==> config.mk <==
export PLATFORM = sky130hd
export DESIGN_NAME = serial_tx_buffered_flat
export DESIGN_NICKNAME = d
export VERILOG_FILES = /design/src/rtl/serial_tx_buffered_pkg.sv /design/src/rtl/serial_tx_buffered_if.sv /design/src/rtl/serial_tx_buffered_fifo.sv /design/src/rtl/serial_tx_buffered.sv /design/src/flat_wrapper.sv
export SDC_FILE = /design/constraint.sdc
export NUM_CORES = 1
export LEC_CHECK = 0
export CORE_UTILIZATION = 49
export CTS_CLUSTER_SIZE = 14
export DETAILED_ROUTE_END_ITERATION = 8
export PLACE_DENSITY = 0.74
export SYNTH_ARGS = -nofsm -noshare
export SYNTH_HDL_FRONTEND = slang
export SYNTH_SLANG_ARGS = --single-unit
==> constraint.sdc <==
create_clock -name clk -period 2.6 [get_ports clk]
set_input_delay 0.52 -clock clk [delete_from_list [all_inputs] [get_ports clk]]
set_output_delay 0.52 -clock clk [all_outputs]
set_load 0.02 [all_outputs]
==> src/rtl/serial_tx_buffered_pkg.sv <==
// Shared definitions for the buffered 8N1 serial transmitter:
// FSM state encoding, frame length and bit-period computation.
package serial_tx_buffered_pkg;

  typedef enum logic [1:0] {
    IDLE,
    START,
    DATA,
    STOP
  } tx_state_t;

  localparam int FRAME_BITS = 10;

  // Clocks per bit, rounded to the nearest integer.
  function automatic int calc_bit_cycles(input int clk_frequency, input int baud);
    return (clk_frequency + baud / 2) / baud;
  endfunction

endpackage

==> src/rtl/serial_tx_buffered_if.sv <==
// Byte-wide valid/ready handshake from a producer into the transmitter.
interface serial_tx_buffered_if;
  logic       tx_valid;
  logic [7:0] tx_data;
  logic       tx_ready;

  modport master (output tx_valid, output tx_data, input tx_ready);
  modport slave  (input tx_valid, input tx_data, output tx_ready);
endinterface

==> src/rtl/serial_tx_buffered_fifo.sv <==
// Synchronous first-in first-out buffer with occupancy count.
// A push is refused while full, even when a pop happens in the same cycle.
module serial_tx_fifo #(
  parameter int Width     = 8,
  parameter int DepthLog2 = 4
) (
  input  logic               clk,
  input  logic               rst,
  input  logic               push,
  input  logic [Width-1:0]   push_data,
  input  logic               pop,
  output logic [Width-1:0]   pop_data,
  output logic               full,
  output logic               empty,
  output logic [DepthLog2:0] count
);

  logic [Width-1:0]     mem [2**DepthLog2];
  logic [DepthLog2-1:0] wr_ptr;
  logic [DepthLog2-1:0] rd_ptr;
  logic                 push_ok;
  logic                 pop_ok;

  assign full     = (count == (DepthLog2 + 1)'(2**DepthLog2));
  assign empty    = (count == '0);
  assign push_ok  = push & ~full;
  assign pop_ok   = pop & ~empty;
  assign pop_data = mem[rd_ptr];

  always_ff @(posedge clk) begin
    if (rst) begin
      wr_ptr <= '0;
      rd_ptr <= '0;
      count  <= '0;
    end else begin
      if (push_ok) wr_ptr <= wr_ptr + 1'b1;
      if (pop_ok)  rd_ptr <= rd_ptr + 1'b1;
      case ({push_ok, pop_ok})
        2'b10:   count <= count + 1'b1;
        2'b01:   count <= count - 1'b1;
        default: count <= count;
      endcase
    end
  end

  // Storage carries no reset; only the pointers define what is valid.
  always_ff @(posedge clk) begin
    if (push_ok) mem[wr_ptr] <= push_data;
  end

endmodule

==> src/rtl/serial_tx_buffered.sv <==
// Buffered 8N1 transmitter: queues handshaked bytes in a FIFO and shifts
// them out LSB first with start/stop framing, back-to-back when queued.
module serial_tx_buffered
  import serial_tx_buffered_pkg::*;
#(
  parameter int ClkFrequency  = 24000000,
  parameter int Baud          = 115200,
  parameter int FifoDepthLog2 = 4
) (
  input  logic                   clk,
  input  logic                   rst,
  serial_tx_buffered_if.slave    tx,
  output logic                   TxD,
  output logic                   busy,
  output logic [FifoDepthLog2:0] fifo_count
);

  localparam int BitCycles = calc_bit_cycles(ClkFrequency, Baud);
  localparam int CntWidth  = (BitCycles < 2) ? 1 : $clog2(BitCycles);

  if (BitCycles < 2) begin : g_bad_rate
    $error("serial_tx_buffered: clock too slow for the requested baud rate");
  end

  tx_state_t           state;
  tx_state_t           next_state;
  logic [CntWidth-1:0] bit_cnt;
  logic [2:0]          bit_idx;
  logic [7:0]          shift;
  logic [7:0]          fifo_head;
  logic                fifo_full;
  logic                fifo_empty;
  logic                push;
  logic                pop;
  logic                bit_end;

  assign tx.tx_ready = ~fifo_full & ~rst;
  assign push        = tx.tx_valid & tx.tx_ready;
  assign bit_end     = (bit_cnt == CntWidth'(BitCycles - 1));
  assign busy        = (state != IDLE) || (fifo_count != '0);

  serial_tx_fifo #(
    .Width     (8),
    .DepthLog2 (FifoDepthLog2)
  ) u_fifo (
    .clk       (clk),
    .rst       (rst),
    .push      (push),
    .push_data (tx.tx_data),
    .pop       (pop),
    .pop_data  (fifo_head),
    .full      (fifo_full),
    .empty     (fifo_empty),
    .count     (fifo_count)
  );

  always_ff @(posedge clk) begin
    if (rst) state <= IDLE;
    else     state <= next_state;
  end

  always_comb begin
    next_state = state;
    pop        = 1'b0;
    case (state)
      IDLE: begin
        if (!fifo_empty) begin
          pop        = 1'b1;
          next_state = START;
        end
      end
      START: begin
        if (bit_end) next_state = DATA;
      end
      DATA: begin
        if (bit_end && bit_idx == 3'd7) next_state = STOP;
      end
      STOP: begin
        // Chain straight into the next start bit when more bytes wait.
        if (bit_end) begin
          if (!fifo_empty) begin
            pop        = 1'b1;
            next_state = START;
          end else begin
            next_state = IDLE;
          end
        end
      end
      default: next_state = IDLE;
    endcase
  end

  // TxD is registered from the current state, so the line trails the FSM by one clock.
  always_ff @(posedge clk) begin
    if (rst) begin
      bit_cnt <= '0;
      bit_idx <= '0;
      shift   <= '0;
      TxD     <= 1'b1;
    end else begin
      case (state)
        START:   TxD <= 1'b0;
        DATA:    TxD <= shift[0];
        default: TxD <= 1'b1;
      endcase
      if (pop) begin
        shift   <= fifo_head;
        bit_cnt <= '0;
        bit_idx <= '0;
      end else if (state != IDLE) begin
        if (bit_end) begin
          bit_cnt <= '0;
          if (state == DATA) begin
            shift   <= shift >> 1;
            bit_idx <= bit_idx + 1'b1;
          end
        end else begin
          bit_cnt <= bit_cnt + 1'b1;
        end
      end
    end
  end

endmodule

==> src/flat_wrapper.sv <==
// flat-port wrapper written by rule: the top's interface ports become plain ports
module serial_tx_buffered_flat import serial_tx_buffered_pkg::*;
#(
  parameter int ClkFrequency  = 24000000,
  parameter int Baud          = 115200,
  parameter int FifoDepthLog2 = 4
)
  (clk, rst, TxD, busy, fifo_count, tx_tx_valid, tx_tx_data, tx_tx_ready);
  serial_tx_buffered_if tx_i ();
  input  logic clk;
  input  logic rst;
  output logic TxD;
  output logic busy;
  output logic [FifoDepthLog2:0] fifo_count;
  input wire logic [$bits(tx_i.tx_valid)-1:0] tx_tx_valid;
  input wire logic [$bits(tx_i.tx_data)-1:0] tx_tx_data;
  output wire logic [$bits(tx_i.tx_ready)-1:0] tx_tx_ready;
  assign tx_i.tx_valid = tx_tx_valid;
  assign tx_i.tx_data = tx_tx_data;
  assign tx_tx_ready = tx_i.tx_ready;
  serial_tx_buffered #(.ClkFrequency(ClkFrequency), .Baud(Baud), .FifoDepthLog2(FifoDepthLog2)) u_core (.clk(clk), .rst(rst), .tx(tx_i), .TxD(TxD), .busy(busy), .fifo_count(fifo_count));
endmodule
# Yosys cells after proc, flatten, opt, wreduce, memory -nomap -nowiden
# Memory sizes are Yosys's and may differ from the RTL's. A register that Yosys moved wholly into a read port is not among the register bits.
# Cells that the tools add are included.
dict set report word_totals {
  memories 1
  out_inout_bits 8
  input_bits 11
  wordCells 68
  ff_bits 35
  ram_bits 128
}
# name words word_bits rd rd_ports_with_merged_regs write_ports line_no
set memory_table {}
lappend memory_table {u_core.u_fifo.mem 16 8 1 1 1 serial_tx_buffered_fifo.sv:18} ;# logic [Width-1:0] mem [2**DepthLog2];
dict set report classes {
  n_eq_ne 12
  n_mux 20
  n_reduce_logical 14
  n_addsub 6
  n_bitwise 7
}
# cell n
set op_table {}
lappend op_table {{8-bit 2-to-1 mux} 5}
lappend op_table {{5-bit one-hot mux with 2 select lines} 1}
lappend op_table {{2-bit nonzero test} 5}
lappend op_table {{4-bit by 1-bit adder with 4-bit output, second input constant} 2}
lappend op_table {{8-bit by 1-bit adder with 8-bit output, second input constant} 1}
lappend op_table {{8-bit == test, second input constant} 1}
lappend op_table {{2-bit 2-to-1 mux} 4}
lappend op_table {{4-bit 2-to-1 mux} 2}
lappend op_table {{2-bit one-hot mux with 4 select lines} 1}
lappend op_table {{2-bit == test, second input constant} 3}
lappend op_table {{2-bit by 1-bit != test with 1-bit output, second input constant} 3}
lappend op_table {{3-bit AND reduction} 2}
lappend op_table {{5-bit by 1-bit adder with 5-bit output, second input constant} 1}
lappend op_table {{5-bit == test, second input constant} 1}
lappend op_table {{5-bit logical NOT} 1}
lappend op_table {{1-bit 2-to-1 mux} 5}
lappend op_table {{5-bit nonzero test} 1}
lappend op_table {{5-bit by 1-bit subtractor with 5-bit output, second input constant} 1}
lappend op_table {{1-bit AND} 4}
lappend op_table {{2-bit by 1-bit == test with 1-bit output, second input constant} 2}
lappend op_table {{1-bit one-hot mux with 2 select lines} 2}
lappend op_table {{4-bit AND reduction} 1}
lappend op_table {{3-bit by 1-bit adder with 3-bit output, second input constant} 1}
lappend op_table {{3-bit == test, second input constant} 1}
lappend op_table {{other kinds (6)} 8}

# Depth between registers and ports, before layout
dict set report logic_depth {
  depth_word 7
  mapped_depth 13
  mapped_depth_nobuf 11
}

# By module
# From an unflattened synthesis, not the netlist that was laid out.
dict set report unflattened {
  hier_cells 429
  area_unflattened_um2 7218.2
}
# module area_each_um2 n_inst seq_area_each_um2 cells_per_inst
set by_module_without_submodules {}
lappend by_module_without_submodules {serial_tx_fifo 5974.5 1 4184.0 305}
lappend by_module_without_submodules {serial_tx_buffered 1243.7 1 440.4 124}

# Worst setup path after synthesis
# Ideal clock, no wire load.
dict set report synth_timing {
  path_type {reg2reg}
  startpoint {register u_core.u_fifo.count[1]}
  endpoint {register u_core.u_fifo.count[4]}
  setup_time_ns 0.116
  n_path_buf 2
  t_arrival_ns 2.753
  stages_incl_launch_ff 13
  period_less_slack_ns 2.869
  required_ns 2.484
  path_slack_ns -0.269
  path_cell_list {dfxtp_1 buf_6 nor4_4 a21o_2 nor2_2 buf_2 ha_1 xor2_1 ha_1 or2_2 a31oi_1 a211oi_1 a31o_2}
}
dict set report synth_via {
  elab_chain_cells 7
  elab_cells_between_ends 17
  cone_classes {2 x add/sub; 3 x eq/ne; 4 x mux; 6 x bitwise; 2 x reduce/logical}
}
# item line_no
set synth_lines {}
lappend synth_lines {{start: declaration} serial_tx_buffered_fifo.sv:15} ;# output logic [DepthLog2:0] count
lappend synth_lines {{start signal: assignment} serial_tx_buffered_fifo.sv:39} ;# 2'b10: count <= count + 1'b1;
lappend synth_lines {{start signal: assignment} serial_tx_buffered_fifo.sv:40} ;# 2'b01: count <= count - 1'b1;
lappend synth_lines {{start signal: assignment} serial_tx_buffered_fifo.sv:41} ;# default: count <= count;
lappend synth_lines {{5-bit logical NOT *} serial_tx_buffered_fifo.sv:25} ;# assign empty = (count == '0);
lappend synth_lines {{1-bit 2-to-1 mux} {serial_tx_buffered.sv:67, serial_tx_buffered.sv:81}}
lappend synth_lines {{1-bit 2-to-1 mux} serial_tx_buffered.sv:80} ;# if (bit_end) begin
lappend synth_lines {{1-bit one-hot mux with 2 select lines} serial_tx_buffered.sv:65} ;# case (state)
lappend synth_lines {{1-bit AND *} serial_tx_buffered_fifo.sv:27} ;# assign pop_ok = pop & ~empty;
lappend synth_lines {{via u_core.u_fifo.pop_ok} serial_tx_buffered_fifo.sv:22} ;# logic pop_ok;
lappend synth_lines {{2-bit by 1-bit == test with 1-bit output or 2-bit == test (tied branches)} serial_tx_buffered_fifo.sv:38} ;# case ({push_ok, pop_ok})
lappend synth_lines {{5-bit one-hot mux with 2 select lines or 2-bit nonzero test (tied branches)} n/a}
# The timed path passes the listed nets; every way through them passes the cells marked *.
# A chain may end at the register's enable or synchronous reset.

# Worst setup path after layout
dict set report layout_timing {
  startpoint {register u_core.bit_cnt[0]}
  endpoint {register u_core.u_fifo.count[4]}
}
dict set report layout_via {
  elab_chain_cells 6
  elab_cells_between_ends 8
  cone_classes {3 x eq/ne; 3 x mux; 1 x bitwise; 1 x reduce/logical}
}
# item line_no
set layout_lines {}
lappend layout_lines {{start: declaration} serial_tx_buffered.sv:27} ;# logic [CntWidth-1:0] bit_cnt;
lappend layout_lines {{start signal: assignment} serial_tx_buffered.sv:118} ;# bit_cnt <= bit_cnt + 1'b1;
lappend layout_lines {{8-bit == test *} serial_tx_buffered.sv:39} ;# assign bit_end = (bit_cnt == CntWidth'(BitCycles - 1));
lappend layout_lines {{1-bit 2-to-1 mux *} serial_tx_buffered.sv:80}
lappend layout_lines {{1-bit one-hot mux with 2 select lines *} serial_tx_buffered.sv:65}
lappend layout_lines {{1-bit AND *} serial_tx_buffered_fifo.sv:27}
lappend layout_lines {{2-bit by 1-bit == test with 1-bit output or 2-bit == test (tied branches)} serial_tx_buffered_fifo.sv:38}
lappend layout_lines {{5-bit one-hot mux with 2 select lines or 2-bit nonzero test (tied branches)} n/a}
# Every way passes the cells marked *; elsewhere a longest branch is shown, timed or not.

==> reports/summary.log <==
qor: run_status.run_status finished clean
qor: placed_design.pre_cts_slack -0.153 ns
qor: synthesis.synth_seq_area_share 65.4%
qor: power_and_ir_drop.worst_supply_voltage_drop_on_vdd 558 uV
qor: critical_path.timing.reg2reg.setup_slack 0.07 ns
qor: sta.layout_min_cycle_time 2.53 ns
qor: synthesis.synth_edf_count 128
qor: critical_path.crit_path_max_incr_delay 0.35 ns
qor: critical_path.worst_ep_required_time 2.98 ns
qor: synthesis.synth_flop_cell sky130_fd_sc_hd__edfxtp_1
qor: grt.grt_busiest_layer met2
qor: sta.timing_worst_slew_pin_value 0.743 ns
qor: grt.grt_util_met2 32.9%
qor: hold_path.min-delay-start u_core.shift[1]
qor: synthesis.fraction_of_registers_with_async_set_or_reset_after_synthesis 0%
qor: floorplan.pin_count 19
qor: placed_design.placement.cell_area 0.00760 mm2
qor: grt.grt_overflow_total 0
qor: floorplan.die_width 122 um
qor: layout.utilization 58.5%
qor: critical_path.critical_path.endpoint_type flip-flop
qor: floorplan.core_region_area 0.0140 mm2
qor: power_and_ir_drop.areal_power_density_over_the_cells 995 mW/mm2
qor: drt.finalWirelength 13.7 mm
qor: placed_design.gp_congestion 0.807
qor: sta.hold_violations 0
qor: synthesis.synthesis.area 0.00707 mm2
qor: power_and_ir_drop.leakage 2.75 nW
qor: synthesis.synth_area_per_cell 15.3 um2
qor: hold_path.whs_path_depth 2
qor: synthesis.yosys.area.top_type sky130_fd_sc_hd__edfxtp_1
qor: synthesis.fraction_of_synthesized_cell_area_taken_by_the_top_area_cell_type 54.4%
qor: clock_network.cts_tree built
qor: drt.drt-vias-per-instance 5.69
qor: synthesis.syn-instance-count 463
qor: critical_path.worst_ep_arrival_time 2.90 ns
qor: layout.antennaDiodeCount 0
qor: clock_network.clkSlewWorstSetupHoldPaths 0.06 ns
qor: power_and_ir_drop.fin_total_pwr 0.00814 W
qor: clock_network.cts_htree_levels 4
qor: critical_path.startpoint u_core.bit_cnt[0]
qor: job.max_cap_violations 0
qor: critical_path.critical_path_cell_by_cell ha_2 -> and4_4 -> a41oi_4 -> nor2_4 -> ha_2 -> buf_4 -> inv_1 -> or3_1 -> o21ai_2 -> a31oi_2 -> a211oi_1 -> a31o_2
qor: sta.worst_slew_margin_rel 50.3%
qor: clock_network.cts_buffers 17
qor: layout.stdcell_area 0.00818 mm2
qor: hold_path.min_path_type reg -> reg
qor: critical_path.critical_register_to_register_path_startpoint u_core.bit_cnt[0]
qor: critical_path.cp_slowest_cell sky130_fd_sc_hd__dfxtp_2
qor: clock_network.clock_tree.root_cell sky130_fd_sc_hd__clkbuf_16
qor: sta.finalSetupViolations 0
qor: placed_design.place_hpwl 8.86 mm
qor: clock_network.ctsLongestPathBuffers 2
qor: layout.num-fill-cells 1074
qor: sta.final_cycle_utilization_of_the_critical_path 97.1%
qor: clock_network.clock_insertion_delay_worst_skew 0.43 ns
qor: grt.first_global_vias 4140
qor: sta.drv_slew 0
qor: critical_path.worstPathMaxFanout 5
qor: critical_path.worst_r2r_path_depth 12
qor: critical_path.most_frequent_cp_cell sky130_fd_sc_hd__ha_2
qor: layout.layout.area.seq 0.00464 mm2
qor: floorplan.initial_utilization 50.5%
qor: clock_network.tritoncts_num_sinks 167
qor: grt.grt_antenna_before_repair 0
qor: layout.total_area_of_multi_input_combinational_cells 0.00230 mm2
qor: floorplan.die-area 0.0149 mm2
qor: grt.groute.layer.met3.usage 5.62%
qor: drt.detail_route.wl_per_cell 19.5 um
qor: synthesis.synth.most_common_cell sky130_fd_sc_hd__edfxtp_1
qor: grt.track_usage 20.4%
qor: drt.drt-pass1-iter-count 4
qor: clock_network.postCtsSetupRepairBufs 0
qor: placed_design.port_buffers 18
qor: floorplan.placement_rows 43
qor: layout.final_layout_size_suffix_gt1_share 23.5%
qor: sta.worst_clock_skew 0.00848 ns
qor: sta.timing.final.ws_setup 0.0741 ns
qor: synthesis.ffs_latches_synth 167
qor: critical_path.criticalPathCategory reg -> reg
qor: sta.timing.setup.tns 0 ns
qor: drt.via_count 4000
qor: drt.first_iter_violations 287
qor: synthesis.mappedNetlistNets 490
qor: sta.max_freq 0.396 GHz
qor: grt.largest_net_degree_at_the_start_of_global_routing 39
qor: synthesis.yosys-top-cells-area sky130_fd_sc_hd__edfxtp_1 (54%), sky130_fd_sc_hd__dfxtp_1 (11%), sky130_fd_sc_hd__mux4_2 (8.0%)
qor: grt.met1_track_demand_over_resource_in_global_routing 26.0%
qor: synthesis.ys_warn_count 0
qor: grt.grt_pass1_wl 21.9 mm
qor: drt.drc_errors 0
qor: synthesis.yosys.cell_types.count 60
qor: synthesis.netlist_top_cells_count sky130_fd_sc_hd__edfxtp_1 (128), sky130_fd_sc_hd__dfxtp_1 (39), sky130_fd_sc_hd__nor2_1 (39), sky130_fd_sc_hd__mux4_2 (25), sky130_fd_sc_hd__mux2i_1 (21)
qor: floorplan.die_h 122 um
qor: critical_path.critPathLaunchType flip-flop
qor: drt.drtAntennaViolNets 0
qor: layout.area_delta_synth_final 15.7%
qor: layout.final_nets 537
## kinds of logic after synthesis
kind of cell	count (synthesis)	share of synthesized area, %
compound gates	66	6.92
xor+xnor	18	2.23
fa+ha+maj	16	2.83
buf+inv	32	2.71
flops	167	65.4
mux	51	11.7
simple gates	113	8.16
## state kept, by name (all words and copies together), names as in the netlist, 2 cells and up, named ones only
name and cells:
u_core.u_fifo.rd_ptr 4, u_core.bit_cnt 8, u_core.state 2, u_core.bit_idx 3, u_core.shift 8, u_core.u_fifo.wr_ptr 4
u_core.u_fifo.mem 128, u_core.u_fifo.count 5
## per-layer routing
layer / part of all wire (%) / routed length, um
met4: 2.1 / 287
met5: 0 / 0
met1: 43 / 5860
met2: 51 / 6990
met3: 4.2 / 571
## per-stage QoR
stage / hold WS, ns / instances
6_report: 0.456 / 703
4_1_cts: 0.455 / 703
5_1_grt: 0.485 / 703
3_3_place_gp: 0.442 / 671
3_5_place_dp: 0.443 / 671
2_1_floorplan: 0.432 / 463
## repair_timing
action,4_1_cts,5_1_grt
hold buffers,0,0
endpoints found under the setup margin,0,4
gates resized for setup,0,11
hold endpoints to repair,0,0
## worst max-delay path, delay by kind of cell, from the launching register on
family                   cells  cell delay [ns]
AO/OA/AOI/OAI                5             0.81
AND/OR/NAND/NOR              3             0.72
adder cells (fa/ha/maj)      2             0.39
flip-flops                   1             0.35
buffers and inverters        2             0.22
## worst paths after layout
path | to
max | u_core.u_fifo.count[4]
min | u_core.shift[1]
max reg2reg | u_core.u_fifo.count[4]
min reg2reg | u_core.shift[1]
## area by class of cell
type,instances,share of cell area (%)
Sequential cell,167,56.7
Inverter,8,0.367
Clock inverter,10,1.18
Timing Repair Buffer,52,5.51
Multi-Input combinational cell,264,28.1
Tap cell,180,2.75
Clock buffer,22,5.43
## layout by cell type, fill, tap and decap left out, drive strengths merged, types with 2 or more instances in the layout
| cell | synthesis | layout |
|---|---|---|
| mux2i | 21 | 21 |
| or3 | 3 | 3 |
| nor2b | 3 | 3 |
| nor2 | 40 | 40 |
| edfxtp | 128 | 128 |
| dfxtp | 39 | 39 |
| nor3 | 16 | 16 |
| a21o | 3 | 3 |
| xnor2 | 7 | 7 |
| a211oi | 7 | 7 |
| buf | 11 | 34 |
| a21boi | 2 | 2 |
| nand4 | 3 | 3 |
| mux4 | 25 | 25 |
| o21ai | 20 | 20 |
| clkinv | 0 | 5 |
| inv | 8 | 11 |
| mux2 | 5 | 5 |
| xor2 | 11 | 11 |
| nor4 | 5 | 5 |
| a22oi | 7 | 7 |
| clkbuf | 13 | 22 |
| ha | 16 | 16 |
| a221oi | 5 | 5 |
| nand3 | 4 | 4 |
| a41oi | 3 | 3 |
| and3 | 6 | 6 |
| nand2 | 20 | 20 |
| nand2b | 4 | 4 |
| a21oi | 10 | 10 |
| clkdlybuf4s50 | 0 | 17 |
## power by group
group / switching (W) / total [W] / internal, W
clock: 0.00100 / 0.00233 / 0.00132
combinational: 0.00132 / 0.00255 / 0.00122
sequential: 0.000217 / 0.00327 / 0.00305
Note: power is estimated with default switching activity, not from simulation.
==> variant: new RTL, config.mk and constraints unchanged <==
Re-encode `tx_state_t` (4 states) as Gray code, 2 bits wide.
--- a/src/rtl/serial_tx_buffered_pkg.sv
+++ b/src/rtl/serial_tx_buffered_pkg.sv
@@ -3,10 +3,10 @@
 package serial_tx_buffered_pkg;
 
   typedef enum logic [1:0] {
-    IDLE,
-    START,
-    DATA,
-    STOP
+    IDLE  = 2'b00,
+    START = 2'b01,
+    DATA  = 2'b11,
+    STOP  = 2'b10
   } tx_state_t;
 
   localparam int FRAME_BITS = 10;
Function: same outputs for any inputs over 10 cycles, from zero or initial values and one cycle with rst high; not proved beyond that.
==> variant against the original RTL <==
Final cell count down 3.6%. Critical endpoint unchanged. Power down 4.6%. Synthesized cell count down 9.9%. Largest power group unchanged. Setup slack worse by 0.016 ns. Global-route usage down 0.99 points. Sequential cell count unchanged. Area after synthesis down 2.0%. Clock power up 3%. Routed wire length down 3.7%. Final area up 1.6%. Via count down 5.6%. Non-clock buffer count up 19.
==> variant: results (changes against the original RTL) <==
Timing
  – Hold WS: 0.499 ns (+0.0431 ns)
  – Clk_skew: 0.0121 ns (+0.00365 ns)
  – Rel. slew slack: 61.8% (+11 points)
  – Minimum period implied by the final worst setup slack: 2.54 ns (+0.0161 ns)

GRT
  – Largest net degree at the start of global routing: 42 (+7.7%)
  – GRT Total Usage: 19.4% (-0.99 points)
  – Met3 usage: 5.64% (+0.021 points)

Synth
  – Multiplexer area fraction after synthesis: 14.4% (+2.7 points)
  – Compound-Gate Fraction of Synth Area: 4.73% (-2.2 points)
  – Post-Synth Adder-Cell Area: 1.99% (-0.85 points)
  – Register area share after synthesis: 66.7% (+1.3 points)
  – Syn Nets: 439 (-10%)
  – Synth Instances: 417 (-9.9%)

Finish
  – Final-stage net count: 507 (-5.6%)
  – Fill count: 983 (-8.5%)
  – Proportion of layout cells with a drive suffix above 1: 28.1% (+4.6 points)

Detailed routing
  – Routed WL: 13200 um (-3.7%)
  – Vias per std cell: 5.57 (-2.1%)
  – DR iter-0 viols: 272 (-5.2%)
  – Total number of vias: 3778 (-5.6%)

Critical path
  – CP Launch Point: u_core.bit_cnt[1]
  – WP data arrival: 2.86 ns (-0.04 ns)
  – Max FO, Critical Path: 4 (-1)

Min path
  – Hold Path Sink: u_core.shift[7]
  – Hold_sp: u_core.shift[7]

Place
  – Final Wtd Congestion: 0.820 (+1.5%)
  – Cell Area, Placed: 7620 sq um (+0.26%)
  – Dpl ws: -0.299 ns (-0.146 ns)
  – Final HPWL DP: 8410 um (-5.1%)

Outcome
  – Status: completed
[variant: cell types whose count changed in the layout (fill, tap and decap cells not counted), sizes merged, moves of 5 or more]
cell	delta
mux4	+14
mux2i	-17
a22oi	-7
buf	+19
inv	+5
a21oi	+7
o221a	+7
a211oi	-5
and3	-5
clkbuf	-5
ha	-5
o21ai	-17
a221oi	-5
[variant: power by group]
part	internal [W]	switching (W)	leakage, nW
Sequential	0.00306	0.000194	1.48
Combinational	0.00110	0.00101	1.06
Clock	0.00134	0.00107	0.271
[variant: per-layer routing]
metal	share of wire, %	wire length [um]
met4	1.1	151
met5	0	0
met2	50	6660
met3	3.9	520
met1	44	5870
[variant: area by class of cell]
cell class              instances  area share [%]
multi-input cells             215            26.5
clock inverters                15            1.81
clock buffers                  17            5.12
repair buffers                 71            7.43
well taps                     180            2.71
flip-flops and latches        167            55.8
inverters                      13           0.587
